File: src/rtl/noc_pkg.sv
// Shared NoC definitions: flit type codes and the
// output-port allocator state encoding.
package noc_pkg;

  typedef enum logic [1:0] {
    FT_HEADTAIL = 2'b00,
    FT_HEAD     = 2'b01,
    FT_BODY     = 2'b10,
    FT_TAIL     = 2'b11
  } flit_type_e;

  typedef enum logic {
    ST_IDLE   = 1'b0,
    ST_LOCKED = 1'b1
  } state_e;

endpackage

File: src/rtl/output_port_allocator_rr_arbiter.sv
// Combinational round-robin pick: first request found
// scanning upward from ptr+1, wrapping modulo N.
module rr_arbiter #(
  parameter int N = 3
) (
  input  logic [N-1:0]         i_req,
  input  logic [$clog2(N)-1:0] i_ptr,
  output logic [N-1:0]         o_gnt,
  output logic [$clog2(N)-1:0] o_idx
);

  localparam int IW = $clog2(N);

  logic [IW-1:0] w_pos;
  logic          w_found;

  always_comb begin
    o_gnt   = '0;
    o_idx   = '0;
    w_found = 1'b0;
    w_pos   = '0;
    for (int k = 1; k <= N; k++) begin
      w_pos = IW'((int'(i_ptr) + k) % N);
      if (!w_found && i_req[w_pos]) begin
        w_found      = 1'b1;
        o_gnt[w_pos] = 1'b1;
        o_idx        = w_pos;
      end
    end
  end

endmodule

File: src/rtl/output_port_allocator.sv
// Wormhole output-port allocator: locks one input per
// packet, streams its flits, releases on tail or length cap.
module output_port_allocator
  import noc_pkg::*;
#(
  parameter int INPUTS        = 3,
  parameter int DATA_WIDTH    = 32,
  parameter int TYPE_WIDTH    = 2,
  parameter int FlitPerPacket = 6
) (
  input  logic                         clk,
  input  logic                         rst,
  input  logic [INPUTS-1:0]            req_bus,
  input  logic [INPUTS*DATA_WIDTH-1:0] data_in_bus,
  input  logic [INPUTS-1:0]            valid_in_bus,
  output logic [INPUTS-1:0]            ready_in_bus,
  output logic [DATA_WIDTH-1:0]        data_out,
  output logic                         valid_out,
  input  logic                         ready_out,
  output logic [$clog2(INPUTS)-1:0]    grant_idx,
  output logic                         locked,
  output logic                         len_error
);

  localparam int IW = $clog2(INPUTS);
  localparam int CW = $clog2(FlitPerPacket + 1);

  state_e                r_state;
  state_e                w_state_nx;
  logic [IW-1:0]         r_grant;
  logic [IW-1:0]         r_ptr;
  logic [CW-1:0]         r_cnt;
  logic                  r_len_err;
  logic [INPUTS-1:0]     w_elig;
  logic [INPUTS-1:0]     w_arb_gnt;
  logic [IW-1:0]         w_arb_idx;
  logic                  w_arb_any;
  logic [TYPE_WIDTH-1:0] w_type;
  logic [TYPE_WIDTH-1:0] w_in_type;
  logic [CW-1:0]         w_cnt_nx;
  logic                  w_xfer;
  logic                  w_tail;
  logic                  w_full;
  logic                  w_release;

  always_comb begin
    w_elig    = '0;
    w_in_type = '0;
    for (int i = 0; i < INPUTS; i++) begin
      w_in_type = data_in_bus[i*DATA_WIDTH + DATA_WIDTH - 1 -: TYPE_WIDTH];
      w_elig[i] = req_bus[i] && valid_in_bus[i] &&
                  (w_in_type == TYPE_WIDTH'(FT_HEAD) ||
                   w_in_type == TYPE_WIDTH'(FT_HEADTAIL));
    end
  end

  rr_arbiter #(
    .N (INPUTS)
  ) u_arb (
    .i_req (w_elig),
    .i_ptr (r_ptr),
    .o_gnt (w_arb_gnt),
    .o_idx (w_arb_idx)
  );

  assign w_arb_any = |w_arb_gnt;

  assign w_type = data_in_bus[int'(r_grant)*DATA_WIDTH + DATA_WIDTH - 1 -: TYPE_WIDTH];
  assign w_tail = (w_type == TYPE_WIDTH'(FT_TAIL)) ||
                  (w_type == TYPE_WIDTH'(FT_HEADTAIL));
  assign w_xfer = (r_state == ST_LOCKED) &&
                  valid_in_bus[r_grant] && ready_out;
  assign w_cnt_nx  = r_cnt + CW'(1);
  assign w_full    = (w_cnt_nx == CW'(FlitPerPacket));
  assign w_release = w_xfer && (w_tail || w_full);

  always_comb begin
    w_state_nx   = r_state;
    data_out     = '0;
    valid_out    = 1'b0;
    ready_in_bus = '0;
    unique case (r_state)
      ST_IDLE: begin
        if (w_arb_any) w_state_nx = ST_LOCKED;
      end
      ST_LOCKED: begin
        data_out              = data_in_bus[int'(r_grant)*DATA_WIDTH +: DATA_WIDTH];
        valid_out             = valid_in_bus[r_grant];
        ready_in_bus[r_grant] = ready_out;
        if (w_release) w_state_nx = ST_IDLE;
      end
    endcase
  end

  always_ff @(posedge clk or negedge rst) begin
    if (!rst) r_state <= ST_IDLE;
    else      r_state <= w_state_nx;
  end

  // Grant and count clear happen together so a new packet starts at zero.
  always_ff @(posedge clk or negedge rst) begin
    if (!rst) begin
      r_grant   <= '0;
      r_ptr     <= IW'(INPUTS - 1);
      r_cnt     <= '0;
      r_len_err <= 1'b0;
    end else begin
      r_len_err <= w_xfer && w_full && !w_tail;
      if (r_state == ST_IDLE && w_arb_any) begin
        r_grant <= w_arb_idx;
        r_cnt   <= '0;
      end else if (w_xfer) begin
        r_cnt <= w_cnt_nx;
      end
      if (w_release) r_ptr <= r_grant;
    end
  end

  assign grant_idx = r_grant;
  assign locked    = (r_state == ST_LOCKED);
  assign len_error = r_len_err;

endmodule

File: config.mk
export PLATFORM = sky130hd
export DESIGN_NAME = output_port_allocator
export DESIGN_NICKNAME = d
export VERILOG_FILES = /design/src/rtl/noc_pkg.sv /design/src/rtl/output_port_allocator_rr_arbiter.sv /design/src/rtl/output_port_allocator.sv
export SDC_FILE = /design/constraint.sdc
export NUM_CORES = 1
export LEC_CHECK = 0
export BUFFER_PORTS_ARGS = -buffer_cell sky130_fd_sc_hd__buf_4
export CAP_MARGIN = 20
export CORE_ASPECT_RATIO = 1.2
export CORE_UTILIZATION = 35
export DETAILED_ROUTE_END_ITERATION = 12
export HOLD_SLACK_MARGIN = 0.05
export PLACE_DENSITY_LB_ADDON = 0.1
export REMOVE_ABC_BUFFERS = 1
export SLEW_MARGIN = 10
export SYNTH_ARGS = -nofsm -noshare
export SYNTH_HDL_FRONTEND = slang
export SYNTH_SLANG_ARGS = --single-unit
File: constraint.sdc
create_clock -name clk -period 1.9 [get_ports clk]
set_input_delay 0.19 -clock clk [delete_from_list [all_inputs] [get_ports clk]]
set_output_delay 0.19 -clock clk [all_outputs]
set_load 0.01 [all_outputs]
== Word level (Yosys, flattened, before mapping) ==
Cells that the tools add are included.
Storage, ports and cells
  register bits after elaboration: 9
  bits in latches: 0
  RAM bits: 0
  ROM bits: 0
  bits of input ports: 105
  memories: 0
Operators by class
  add/subtract/negate cells: 6
  multiply operators: 0
  div/mod/pow operators: 3
  magnitude comparators: 8
  eq/ne operators: 5
  shift operators: 2
  mux-type cells: 32
  bitwise operators: 4
  reduce and logical (&&, ||, !) cells: 32
Operators by type and width (count)
  97-bit by 9-bit variable part select with 2-bit output: 1
  32-bit by 3-bit modulo with 32-bit output, second input constant: 3
  96-bit by 8-bit variable part select with 32-bit output: 1
  32-bit 2-to-1 mux: 1
  1-bit logical AND: 18
  3-bit 2-to-1 mux: 6
  1-bit 2-to-1 mux: 13
  2-bit by 3-bit less-than comparator with 1-bit output, second input constant: 4
  8-bit by 1-bit subtractor with 9-bit output, second input constant: 1
  7-bit by 6-bit adder with 8-bit output, second input constant: 1
  1-bit binary-select mux with 2-bit select: 4
  1-bit demux with 2-bit select: 4
  2-bit by 1-bit greater-or-equal comparator with 1-bit output, second input constant: 4
  2-bit logical NOT: 4
  2-bit by 2-bit adder with 3-bit output, second input constant: 2
  2-bit by 1-bit == test with 1-bit output, second input constant: 3
  2-bit 2-to-1 mux: 3
  3-bit OR: 2
  1-bit logical OR: 5
  2-bit by 1-bit adder with 3-bit output, second input constant: 1
  3-bit by 1-bit adder with 3-bit output, second input constant: 1
  3-bit AND: 1
  3-bit == test, second input constant: 1
  1-bit logical NOT: 3
  5 further kinds: 5

== Logic depth before layout (Yosys ltp) ==
Gate-level depths: netlist (run 1).
  depth after elaboration: 15
  gate-level depth with buffers: 8

== Modules after synthesis ==
A second synthesis (run 1) with hierarchy kept.
Unflattened totals
  cell total of the unflattened synthesis: 227
  area total of the unflattened synthesis: 1572.8 um2
By module, submodules not included
  output_port_allocator: instances 1, cells each 192, area each 1292.5 um2, sequential area each 226.5 um2
  rr_arbiter: instances 1, cells each 35, area each 280.3 um2, sequential area each 0.0 um2

== Least setup slack after synthesis (run 1) ==
Ideal clock, no wire load.
  kind: reg2reg
  start point: register r_ptr[1]
  end point: register r_grant[1], in the netlist grant_idx[1]
  data arrival time: 1.868 ns
  data required time: 1.765 ns
  setup slack: -0.102 ns
  cell stages (with the launch flop): 8
  buffers on the path: 0
  path through: dfstp_2 -> inv_1 -> ha_1 -> or3_1 -> a211oi_2 -> nor2_1 -> a2111oi_2 -> a211oi_1
Between the ends
  cells in the longest elaborated chain, start to end: 13
  elaborated cells on any way between the ends: 43
  those cells by class: add/sub: 3; div: 3; order compare: 6; mux: 20; bitwise: 2; reduce/logical: 9
Ends and longest elaborated chain
  start: declaration: line output_port_allocator.sv:31  | logic [IW-1:0] r_ptr;
  start signal: assignment: line output_port_allocator.sv:104  | r_ptr <= IW'(INPUTS - 1);
  start signal: assignment: line output_port_allocator.sv:115  | if (w_release) r_ptr <= r_grant;
  2-bit by 1-bit adder with 3-bit output: line output_port_allocator_rr_arbiter.sv:23  | w_pos = IW'((int'(i_ptr) + k) % N);
  32-bit by 3-bit modulo with 32-bit output: line output_port_allocator_rr_arbiter.sv:23
  2-bit by 3-bit less-than comparator with 1-bit output (not written as such), or another cell as far along: line output_port_allocator_rr_arbiter.sv:26  | o_gnt[w_pos] = 1'b1;
  1-bit logical AND (not written as such) / 1-bit 2-to-1 mux (equally long branches): line output_port_allocator_rr_arbiter.sv:26, output_port_allocator_rr_arbiter.sv:24
  1-bit 2-to-1 mux, on equally long branches: line output_port_allocator_rr_arbiter.sv:26, output_port_allocator_rr_arbiter.sv:24
  1-bit demux with 2-bit select / 1-bit logical NOT (equally long branches)
  3-bit 2-to-1 mux / 1-bit logical AND (equally long branches): line output_port_allocator_rr_arbiter.sv:24  | if (!w_found && i_req[w_pos]) begin
  3-bit OR (no source line) / 1-bit 2-to-1 mux (equally long branches)
  3-bit 2-to-1 mux / 1-bit logical NOT (equally long branches): line output_port_allocator_rr_arbiter.sv:24
  3-bit OR (no source line) / 1-bit logical AND (equally long branches)
  3-bit 2-to-1 mux: line output_port_allocator_rr_arbiter.sv:24
  3-bit OR reduction: line output_port_allocator.sv:66  | assign w_arb_any = |w_arb_gnt;
  1-bit logical AND: line output_port_allocator.sv:109  | if (r_state == ST_IDLE && w_arb_any) begin
  end signal: assignment: line output_port_allocator.sv:110  | r_grant <= w_arb_idx;
  end: declaration: line output_port_allocator.sv:30  | logic [IW-1:0] r_grant;
Several ways; a longest one is shown, not always the timed one. The select of a mux whose other input is x is not followed.
A chain may end at the register's enable or synchronous reset.

== Worst setup path in the final report (run 1) ==
Same ends and word-level chain as after synthesis.

==> key figures, run 1 <==
Timing
  – Minimum clock period: 2.191 ns
  – Hold Vio Cnt, Final: 0
  – Max-slew headroom at the worst pin: 64.09%
  – Unrepaired setup endpoints after global routing: true
  – Post-route clock skew: 0.004240 ns
  – F_max: 0.4563 GHz
  – Worst Tran Pin Value: 0.5386 ns
  – Endpoints failing setup: 6
  – Setup TNS: -1.495 ns
  – Final Cycle Share: 115.3%
  – Final WS setup: -0.2915 ns
  – Fin. max-slew vios: 0

Clock tree
  – Clk buf depth: 2
  – Reg clk slew, reported paths: 0.05 ns
  – Total CTS buffers: 3
  – H-Tree Depth: 1
  – CTS root buf: clkbuf_8
  – CTS sink count: 9
  – Clock Latency Late Sink: 0.23 ns
  – CTS tree: done

Logic synthesis
  – Mapped Cells: 235
  – #FFs+latches synth: 9
  – Compound-Gate Fraction of Synth Area: 21.98%
  – Sequential area share after synthesis: 14.01%
  – Syn_area_per_cell: 6.879 µm²
  – Ys flop type: dfrtp_1
  – EDFF count, synth: 0
  – Simple-Gate Fraction of Synth Area: 29.10%
  – Synth Area in Adders: 4.644%
  – Synth area leaders: mux2i_1 (21%), nor2_1 (16%), dfrtp_1 (12%), a21oi_1 (11%), ha_1 (4.6%)
  – Xor/xnor share of the synthesized area: 2.167%
  – Syn Std Cell Area: 1617 µm²
  – Mux cell area share after synthesis: 21.75%
  – Warnings from Yosys: 0
  – Largest family of logic cells by synthesized area: simple AND/OR/NAND/NOR gates
  – Async set or reset register ratio after synthesis: 100.0%
  – Largest area contributor in the netlist: mux2i_1
  – Synth cell types: 46
  – Share of the synthesized area in the top cell type: 21.05%

GRT
  – First-pass GRT wire length: 10,520 µm
  – Vias in the first global route: 2,290
  – Maximum number of pins on one net before global-route repair: 23
  – Antenna violations before repair: 0
  – Total track usage: 26.67%
  – GRT Residual Overflow: 0

Setup path
  – Crit Path Category: reg2reg
  – Max FO, Critical Path: 4
  – Worst path required time: 2.00 ns
  – Critical path arrival: 2.30 ns
  – CP Launch Type: register
  – Element type at the critical path end: register

Route
  – Routed vias: 2,363
  – DR pass1 iterations: 4
  – Detail Route Antenna Nets: 0
  – Drt wl/cell: 15.49 µm
  – Total Wirelength: 7032 µm
  – Post-route DRC violation count: 0
  – DR iter-0 viols: 163
  – Via/cell ratio: 5.205

Final layout
  – Final Util: 72.53%
  – Antenna Diode Count: 0
  – Most frequent cells in the layout: buf_4 (169), nor2_1 (68), a21oi_1 (35)
  – Most common library cell in the layout ignoring fill and taps: buf_4
  – Layout cells sized above 1: 52.01%
  – Layout area overhead: 95.59%
  – Final net count: 510

Pwr
  – Internal: 2.325 mW
  – Logic pwr share: 85.8%
  – Switch Pwr: 2.211 mW
  – Clk pwr share: 5.0%
  – Total power: 4.535 mW
  – Net Sw Frac: 48.74%
  – Sequential power share: 9.2%
  – Power per cell area: 1434 nW/µm²
  – Worst vdd ir: 0.6371 mV
  – P_leak: 1.516 nW

Placement
  – Final Wtd Congestion: 0.9317
  – IO buf count: 144
  – DP Wirelength: 5268 µm
  – Pre-CTS setup slack: -0.2580 ns

Floorplanning
  – Die Y: 76.45 µm
  – Die Wd: 64.04 µm
  – Rows: 26
  – Core Area: 4359 µm²
  – Initial Utilization: 37.08%
  – Die area: 4896 µm²
  – Top Ports: 145

Job
  – Max cap viols: 0

Outcome
  – Failing checks: negative setup slack
  – Status: complete, but fails checks

Worst hold path
  – Hold WC Path Type: in2async
[Yosys cell counts (all sizes together), types with 2 or more instances]
| cell | instances |
|---|---|
| buf | 6 |
| and3b | 2 |
| nand3b | 3 |
| ha | 6 |
| and2 | 3 |
| nor2 | 69 |
| nand2b | 2 |
| nand3 | 2 |
| mux2i | 34 |
| o21ai | 7 |
| and4bb | 3 |
| or3 | 2 |
| dfrtp | 8 |
| xor2 | 3 |
| a211oi | 3 |
| nor3 | 2 |
| clkbuf | 10 |
| nand2 | 7 |
| a21oi | 38 |
| inv | 7 |
| nor3b | 2 |
[logic make-up after synthesis]
logic type,Yosys count
and+or+nand+nor,100
AOI/OAI and AO/OA,58
muxes,35
buffers and inverters,23
DFF,9
adders and majority gates,6
xor gates and xnor gates,4
[metal layers]
layer  track usage (%)  part of all wire [%]  vias up
li1                  -                     -     1146
met1             29.72                    37     1086
met2             50.74                    54      111
met3             5.240                   6.9       20
met4             5.455                   2.3        0
met5                 0                     0        -
[repair_timing]
action | in CTS | in global routing
setup buffers | 4 | 6
gates cloned | 0 | 0
pin swaps | 13 | 15
hold endpoints to repair | 9 | 0
resized for setup | 11 | 25
setup endpoints to repair | 6 | 23
hold buffers | 1 | 0
[power by group through the flow]
stage                     Clock [mW]  Combinational, mW  Sequential (mW)
final                          0.226               3.89            0.418
after floorplan                    0               1.66            0.543
after global routing           0.236               4.20            0.431
after CTS                      0.226               3.53            0.397
after global placement             0               3.29            0.392
after detailed placement           0               3.35            0.394
[worst max-delay path, cell delays in order (launching register included)]
cell	delay, ns
dfstp_2	0.61
inv_4	0.07
ha_4	0.16
or3_4	0.40
a211oi_4	0.29
nor2_2	0.11
a2111oi_4	0.33
a211oi_2	0.08
[sequential cells by signal (all words and copies together) (netlist names)]
register,flops
len_error,1
grant_idx,2
locked,1
r_cnt,3
r_ptr,2
[area by class of cell]
class,count,area (µm²)
fill,375,1197
timing repair buffer,175,1335
tap,56,70.07
multi-input combinational,203,1455
clock buffer,4,45.04
inverter,7,28.78
sequential,9,227.7
[path summary, 6_finish.rpt]
path | from | end | slack [ns] | cells past startpoint
setup / recovery | r_ptr[1] | grant_idx[1] | -0.29 | 7
hold / removal | rst | locked | 0.32 | 2
setup reg to reg | r_ptr[1] | grant_idx[1] | -0.29 | 7
hold reg to reg | r_cnt[1] | r_cnt[1] | 0.56 | 2
max in group asynchronous | rst | r_ptr[1] | 1.37 | 2
min in group clk | ready_out | len_error | 0.38 | 4
[stage by stage]
step / std cells / area [µm²] / hold slack, ns
2_1_floorplan: 219 / 1540 / -0.1056
3_3_place_gp: 440 / 2853 / 0.02037
3_5_place_dp: 440 / 2853 / 0.02014
4_1_cts: 449 / 3004 / 0.3176
5_1_grt: 454 / 3162 / 0.3306
6_report: 454 / 3162 / 0.3179
(Power assumes the default switching activity.)
==> run 2, diff against run 1 <==
Settings changed: CORE_UTILIZATION 35 to 34, SYNTH_HIERARCHICAL set to 1.
==> key figures, run 2 <==
Outcome
  – Status: complete, but fails checks
  – Failing checks: negative setup slack

Clock tree
  – Reg clk slew, reported paths: 0.05 ns
  – CTS sink count: 9
  – CTS tree: done
  – CTS root buf: clkbuf_8
  – Clk buf depth: 2
  – Clock Latency Late Sink: 0.23 ns
  – H-Tree Depth: 1
  – Total CTS buffers: 3

Timing
  – Final Cycle Share: 111.3%
  – Max-slew headroom at the worst pin: 61.20%
  – Minimum clock period: 2.115 ns
  – Hold Vio Cnt, Final: 0
  – Worst Tran Pin Value: 0.5799 ns
  – Setup TNS: -1.078 ns
  – Post-route clock skew: 0.001736 ns
  – Unrepaired setup endpoints after global routing: true
  – Final WS setup: -0.2149 ns
  – Fin. max-slew vios: 0
  – F_max: 0.4728 GHz
  – Endpoints failing setup: 6

Logic synthesis
  – Async set or reset register ratio after synthesis: 100.0%
  – Count leader, synth: nor2_1
  – Mapped Cells: 227
  – Commonest cells post-synth: nor2_1 (64), mux2i_1 (36), a21oi_1 (32)
  – Synth Area in Adders: 4.773%
  – Share of the synthesized area in the top cell type: 22.91%
  – Simple-Gate Fraction of Synth Area: 27.84%
  – Syn_area_per_cell: 6.928 µm²
  – Xor/xnor share of the synthesized area: 1.671%
  – EDFF count, synth: 0
  – Warnings from Yosys: 6
  – #FFs+latches synth: 9
  – Compound-Gate Fraction of Synth Area: 20.29%
  – Synth cell types: 42
  – Ys flop type: dfrtp_1
  – Largest area contributor in the netlist: mux2i_1
  – Synth area leaders: mux2i_1 (23%), nor2_1 (15%), dfrtp_1 (13%), a21oi_1 (10%), ha_1 (4.8%)
  – Mux cell area share after synthesis: 25.06%
  – Sequential area share after synthesis: 14.40%
  – Largest family of logic cells by synthesized area: simple AND/OR/NAND/NOR gates
  – Syn Std Cell Area: 1573 µm²

Setup path
  – Critical Path Max Stage Delay: 0.57 ns
  – Critical path arrival: 2.24 ns
  – Max FO, Critical Path: 4
  – Element type at the critical path end: register
  – CP bufs+invs: 1
  – CP Cell Sequence: ha_4 > mux2i_1 > nor2_4 > a21oi_2 > o22ai_2 > nor3_2 > buf_4 > nor2_4 > nand2_1 > nand2_1
  – Cell family contributing the most delay on the critical path: flip-flops
  – CP max-delay cell: dfstp_2
  – CP Launch Type: register
  – Crit Path Category: reg2reg
  – Worst path required time: 2.02 ns

Worst hold path
  – Hold WC Path Type: in2async

GRT
  – Antenna violations before repair: 0
  – Maximum number of pins on one net before global-route repair: 25
  – GRT Residual Overflow: 0
  – Vias in the first global route: 2,129
  – First-pass GRT wire length: 9846 µm
  – Total track usage: 25.10%

Final layout
  – Layout area overhead: 100.5%
  – Fillers: 357
  – Antenna Diode Count: 0
  – Non-filler cells, final: 445
  – Most common library cell in the layout ignoring fill and taps: buf_4
  – Final net count: 501
  – Largest register FFs: 3
  – Final Util: 72.33%
  – Layout cells sized above 1: 53.73%
  – Most frequent cells in the layout: buf_4 (166), nor2_1 (63), mux2i_1 (35)
  – Reg with most FFs: r_cnt

Route
  – Total Wirelength: 6442 µm
  – DR iter-0 viols: 128
  – Routed vias: 2,209
  – Drt wl/cell: 14.48 µm
  – Post-route DRC violation count: 0
  – Via/cell ratio: 4.964
  – Detail Route Antenna Nets: 0
  – DR pass1 iterations: 4

Placement
  – IO buf count: 144
  – Placed insts: 430
  – DP Wirelength: 4805 µm
  – Final Wtd Congestion: 0.8366

Floorplanning
  – Top Ports: 145
  – Rows: 26
  – Die Wd: 64.09 µm
  – Initial Utilization: 36.08%
  – Die area: 4903 µm²
  – Core Area: 4359 µm²
  – Die Y: 76.51 µm

Job
  – Max cap viols: 0

Pwr
  – Worst vdd ir: 0.6002 mV
  – Power per cell area: 1196 nW/µm²
  – P_leak: 1.539 nW
==> run 2: changes by cell type after synthesis, moves of 2 or more <==
cell      before  now
a211oi_1       2    0
a21oi_1       37   32
and3b_1        1    3
and4bb_1       3    0
mux2i_1       34   36
nand2_1        7   11
nor2_1        69   64
or3_1          2    0
==> run 2: cells by family after synthesis <==
kind of cell / after synthesis
mux: 39
flops: 9
xor+xnor: 3
compound gates: 50
simple gates: 98
buf+inv: 22
fa+ha+maj: 6
==> run 2: where the power goes <==
| part | switching [mW] | total (mW) | internal, mW |
|---|---|---|---|
| Sequential | 0.0970 | 0.367 | 0.270 |
| Clock | 0.0788 | 0.225 | 0.146 |
| Combinational | 1.55 | 3.18 | 1.63 |
| Total | 1.73 | 3.77 | 2.04 |
==> run 2: per-stage QoR <==
step / power [mW] / instance area (µm²) / setup WS (ns) / hold slack, ns
2_1_floorplan: 1.777 / 1501 / -1.472 / -0.1056
3_3_place_gp: 3.063 / 2824 / -0.3374 / 0.01776
3_5_place_dp: 3.079 / 2824 / -0.3867 / 0.01991
4_1_cts: 3.495 / 3005 / -0.1707 / 0.3129
5_1_grt: 4.064 / 3153 / -0.3025 / 0.3209
6_report: 3.773 / 3153 / -0.2149 / 0.3159
==> run 2: timing repair <==
action	in CTS	in global routing
endpoints found under the hold margin	9	0
hold buffers	1	0
endpoints found under the setup margin	14	29
gates cloned	0	1
setup buffers	4	6
pin swaps	11	9
gates resized for setup	20	22
==> run 2: final cells by class <==
cell class                 instances  area [µm²]  area share (%)
tap                               56       70.07           2.222
multi-input combinational        196        1398           44.33
timing repair buffer             174        1383           43.85
clock buffer                       4       45.04           1.429
inverter                           6       27.53          0.8730
sequential                         9       230.2           7.302
==> run 2: path summary, 6_finish.rpt <==
| check | startpoint | end | slack, ns | depth (start not counted) |
|---|---|---|---|---|
| setup reg to reg | r_ptr[1] | grant_idx[0] | -0.21 | 10 |
| setup / recovery | r_ptr[1] | grant_idx[0] | -0.21 | 10 |
| hold / removal | rst | r_cnt[1] | 0.32 | 2 |
| hold reg to reg | r_cnt[0] | r_cnt[0] | 0.56 | 1 |
| max in group asynchronous | rst | r_ptr[1] | 1.37 | 2 |
| min in group clk | ready_out | locked | 0.37 | 4 |
==> run 2: layer usage <==
metal  vias to the layer above  share of wire [%]  track usage (%)
met5                         -                  0                0
met4                         0                2.5            8.636
met3                        19                6.4            6.287
met2                        87                 54            46.17
met1                       994                 38            27.11
li1                       1109                  -                -
==> run 3, diff against run 2 <==
Settings changed: ABC_AREA set to 1, CORE_UTILIZATION 34 to 36.
==> key figures, run 3 <==
GRT
  – First-pass GRT wire length: 11,010 µm
  – Maximum number of pins on one net before global-route repair: 31
  – Total track usage: 26.51%
  – GRT Residual Overflow: 0
  – Vias in the first global route: 2,375
  – Antenna violations before repair: 0

Placement
  – IO buf count: 144
  – DP Wirelength: 5420 µm
  – Final Wtd Congestion: 0.9172

Final layout
  – Area of the multi-input gates: 1374 µm²
  – Most frequent cells in the layout: buf_4 (169), nand2_1 (127), nand3_1 (77)
  – FF+latch area: 229.0 µm²
  – Layout area overhead: 84.12%
  – Final net count: 609
  – Antenna Diode Count: 0
  – Largest register FFs: 3
  – Reg with most FFs: r_cnt
  – Layout cells sized above 1: 43.26%
  – Most common library cell in the layout ignoring fill and taps: buf_4
  – Final Util: 69.73%
  – Fillers: 433

Clock tree
  – CTS sink count: 9
  – CTS tree: done
  – H-Tree Depth: 1
  – Clock Latency Late Sink: 0.23 ns
  – Total CTS buffers: 3
  – CTS root buf: clkbuf_8
  – Clk buf depth: 2
  – Reg clk slew, reported paths: 0.05 ns

Timing
  – Minimum clock period: 1.975 ns
  – Worst Tran Pin Value: 0.3281 ns
  – Final Cycle Share: 103.9%
  – Hold Vio Cnt, Final: 0
  – Worst hold slack: 0.3172 ns
  – Final WS setup: -0.07471 ns
  – Endpoints failing setup: 6
  – Fin. max-slew vios: 0
  – Unrepaired setup endpoints after global routing: true
  – Post-route clock skew: 0.002356 ns
  – Max-slew headroom at the worst pin: 78.13%
  – F_max: 0.5064 GHz

Floorplanning
  – Die area: 5189 µm²
  – Initial Utilization: 37.87%
  – Core Area: 4662 µm²
  – Die Wd: 65.93 µm
  – Rows: 27
  – Die Y: 78.71 µm
  – Top Ports: 145

Pwr
  – Sequential power share: 8.0%
  – P_leak: 1.980 nW
  – Worst vdd ir: 1.257 mV
  – Power per cell area: 1496 nW/µm²
  – Logic pwr share: 87.3%
  – Clk pwr share: 4.6%
  – Internal: 2.324 mW
  – Switch Pwr: 2.538 mW
  – Net Sw Frac: 52.20%

Route
  – Post-route DRC violation count: 0
  – Detail Route Antenna Nets: 0
  – Routed vias: 2,703
  – DR iter-0 viols: 217
  – Via/cell ratio: 4.870
  – Drt wl/cell: 13.56 µm
  – DR pass1 iterations: 4
  – Total Wirelength: 7526 µm

Setup path
  – CP max-delay cell: dfstp_2
  – Max FO, Critical Path: 8
  – CP most frequent cell: nand2_1
  – Critical Path Max Stage Delay: 0.55 ns
  – Crit Path Category: reg2reg
  – CP Launch Type: register
  – Worst path required time: 2.06 ns
  – Element type at the critical path end: register
  – Critical path arrival: 2.14 ns
  – CP Cell Sequence: buf_6 > inv_6 > ha_4 > inv_4 > nand3_4 > nand2_8 > inv_4 > nand2_1 > nand2_1 > inv_2 > nand2_1 > nor3_2 > or2_4 > nand2_4 > a21oi_2

Outcome
  – Status: complete, but fails checks
  – Failing checks: negative setup slack

Logic synthesis
  – Commonest cells post-synth: nand2_1 (130), nand3_1 (79), inv_1 (47)
  – Syn Std Cell Area: 1765 µm²
  – Sequential area share after synthesis: 12.83%
  – #FFs+latches synth: 9
  – Syn_area_per_cell: 5.208 µm²
  – Largest area contributor in the netlist: nand2_1
  – Ys flop type: dfrtp_1
  – Mapped Cells: 339
  – Synth cell types: 30
  – Count leader, synth: nand2_1
  – Share of the synthesized area in the top cell type: 27.64%
  – Synth area leaders: nand2_1 (28%), nand3_1 (22%), dfrtp_1 (11%), inv_1 (10%), ha_1 (4.3%)
  – EDFF count, synth: 0
  – Warnings from Yosys: 6
  – Async set or reset register ratio after synthesis: 100.0%

Job
  – Max cap viols: 0

Worst hold path
  – Hold WC Path Type: in2async
## run 3: changes by cell type after synthesis, moves of 4 or more
cell	previous run	this run
nand3_1	2	79
a21oi_1	32	4
clkbuf_1	11	4
nor2_1	64	14
nand2_1	11	130
inv_2	0	4
mux2i_1	36	0
buf_2	3	7
inv_1	6	47
## run 3: per-layer routing
layer	wire, µm	vias to the layer above	GRT usage, %
li1	-	1374	-
met1	2919	1214	31.03
met2	3904	101	49.39
met3	591	14	4.310
met4	111	0	5.217
met5	0	-	0
## run 3: layout make-up
| type | count | area share, % |
|---|---|---|
| clock buffer | 4 | 1.386 |
| multi-input combinational | 259 | 42.26 |
| tap | 58 | 2.232 |
| timing repair buffer | 172 | 40.30 |
| sequential | 9 | 7.044 |
| inverter | 53 | 6.774 |
## run 3: power by group through the flow
stage          Clock, mW  Sequential, mW  Combinational, mW
6_report           0.225           0.391               4.25
5_1_grt            0.237           0.402               4.68
4_1_cts            0.227           0.400               3.84
3_5_place_dp           0           0.397               3.65
3_3_place_gp           0           0.393               3.61
2_1_floorplan          0           0.526               1.91
## run 3: critical path, delay by kind of cell, from the launching register on
| kind | cells | cell delay, ns |
|---|---|---|
| flops | 1 | 0.55 |
| compound gates | 1 | 0.12 |
| buf+inv | 5 | 0.32 |
| fa+ha+maj | 1 | 0.17 |
| simple gates | 8 | 0.73 |
## run 3: cells by family (layout without fill, tap and decap cells)
kind of cell    Yosys count  count (layout)  synth area share, %
buf+inv                  72             229                17.50
fa+ha+maj                 6               6                4.252
flops                     9               9                12.83
xor+xnor                  1               1               0.4962
compound gates            9               9                2.835
simple gates            242             243                62.08
## run 3: final timing paths
path,cells after the start,startpoint,end,slack [ns]
worst min register to register,1,r_cnt[0],r_cnt[0],0.51
worst max-delay path,15,r_ptr[1],r_cnt[0],-0.07
worst min-delay path,2,rst,r_ptr[0],0.32
worst max register to register,15,r_ptr[1],r_cnt[0],-0.07
min in group clk,6,data_in_bus[30],len_error,0.41
max in group asynchronous,2,rst,r_ptr[1],1.37
## run 3: repair_timing
item / 4_1_cts / 5_1_grt
pin swaps: 12 / 13
endpoints found under the hold margin: 9 / 0
hold buffers: 1 / 0
endpoints found under the setup margin: 7 / 38
buffers inserted: 2 / 7
gates resized for setup: 15 / 23
cloned: 0 / 1
## run 3: per-stage QoR
step	power (mW)	worst slack, ns	std cells	setup TNS (ns)	cell area [µm²]
floorplan	2.432	-0.1709	320	-5.685	1659
global route	5.320	-0.1751	555	-0.9286	3251
CTS	4.463	-0.09429	547	-0.3542	3093
global placement	3.998	-0.1428	540	-0.7182	2960
detailed placement	4.042	-0.1949	540	-0.9969	2960
finish	4.862	-0.07471	555	-0.3329	3251
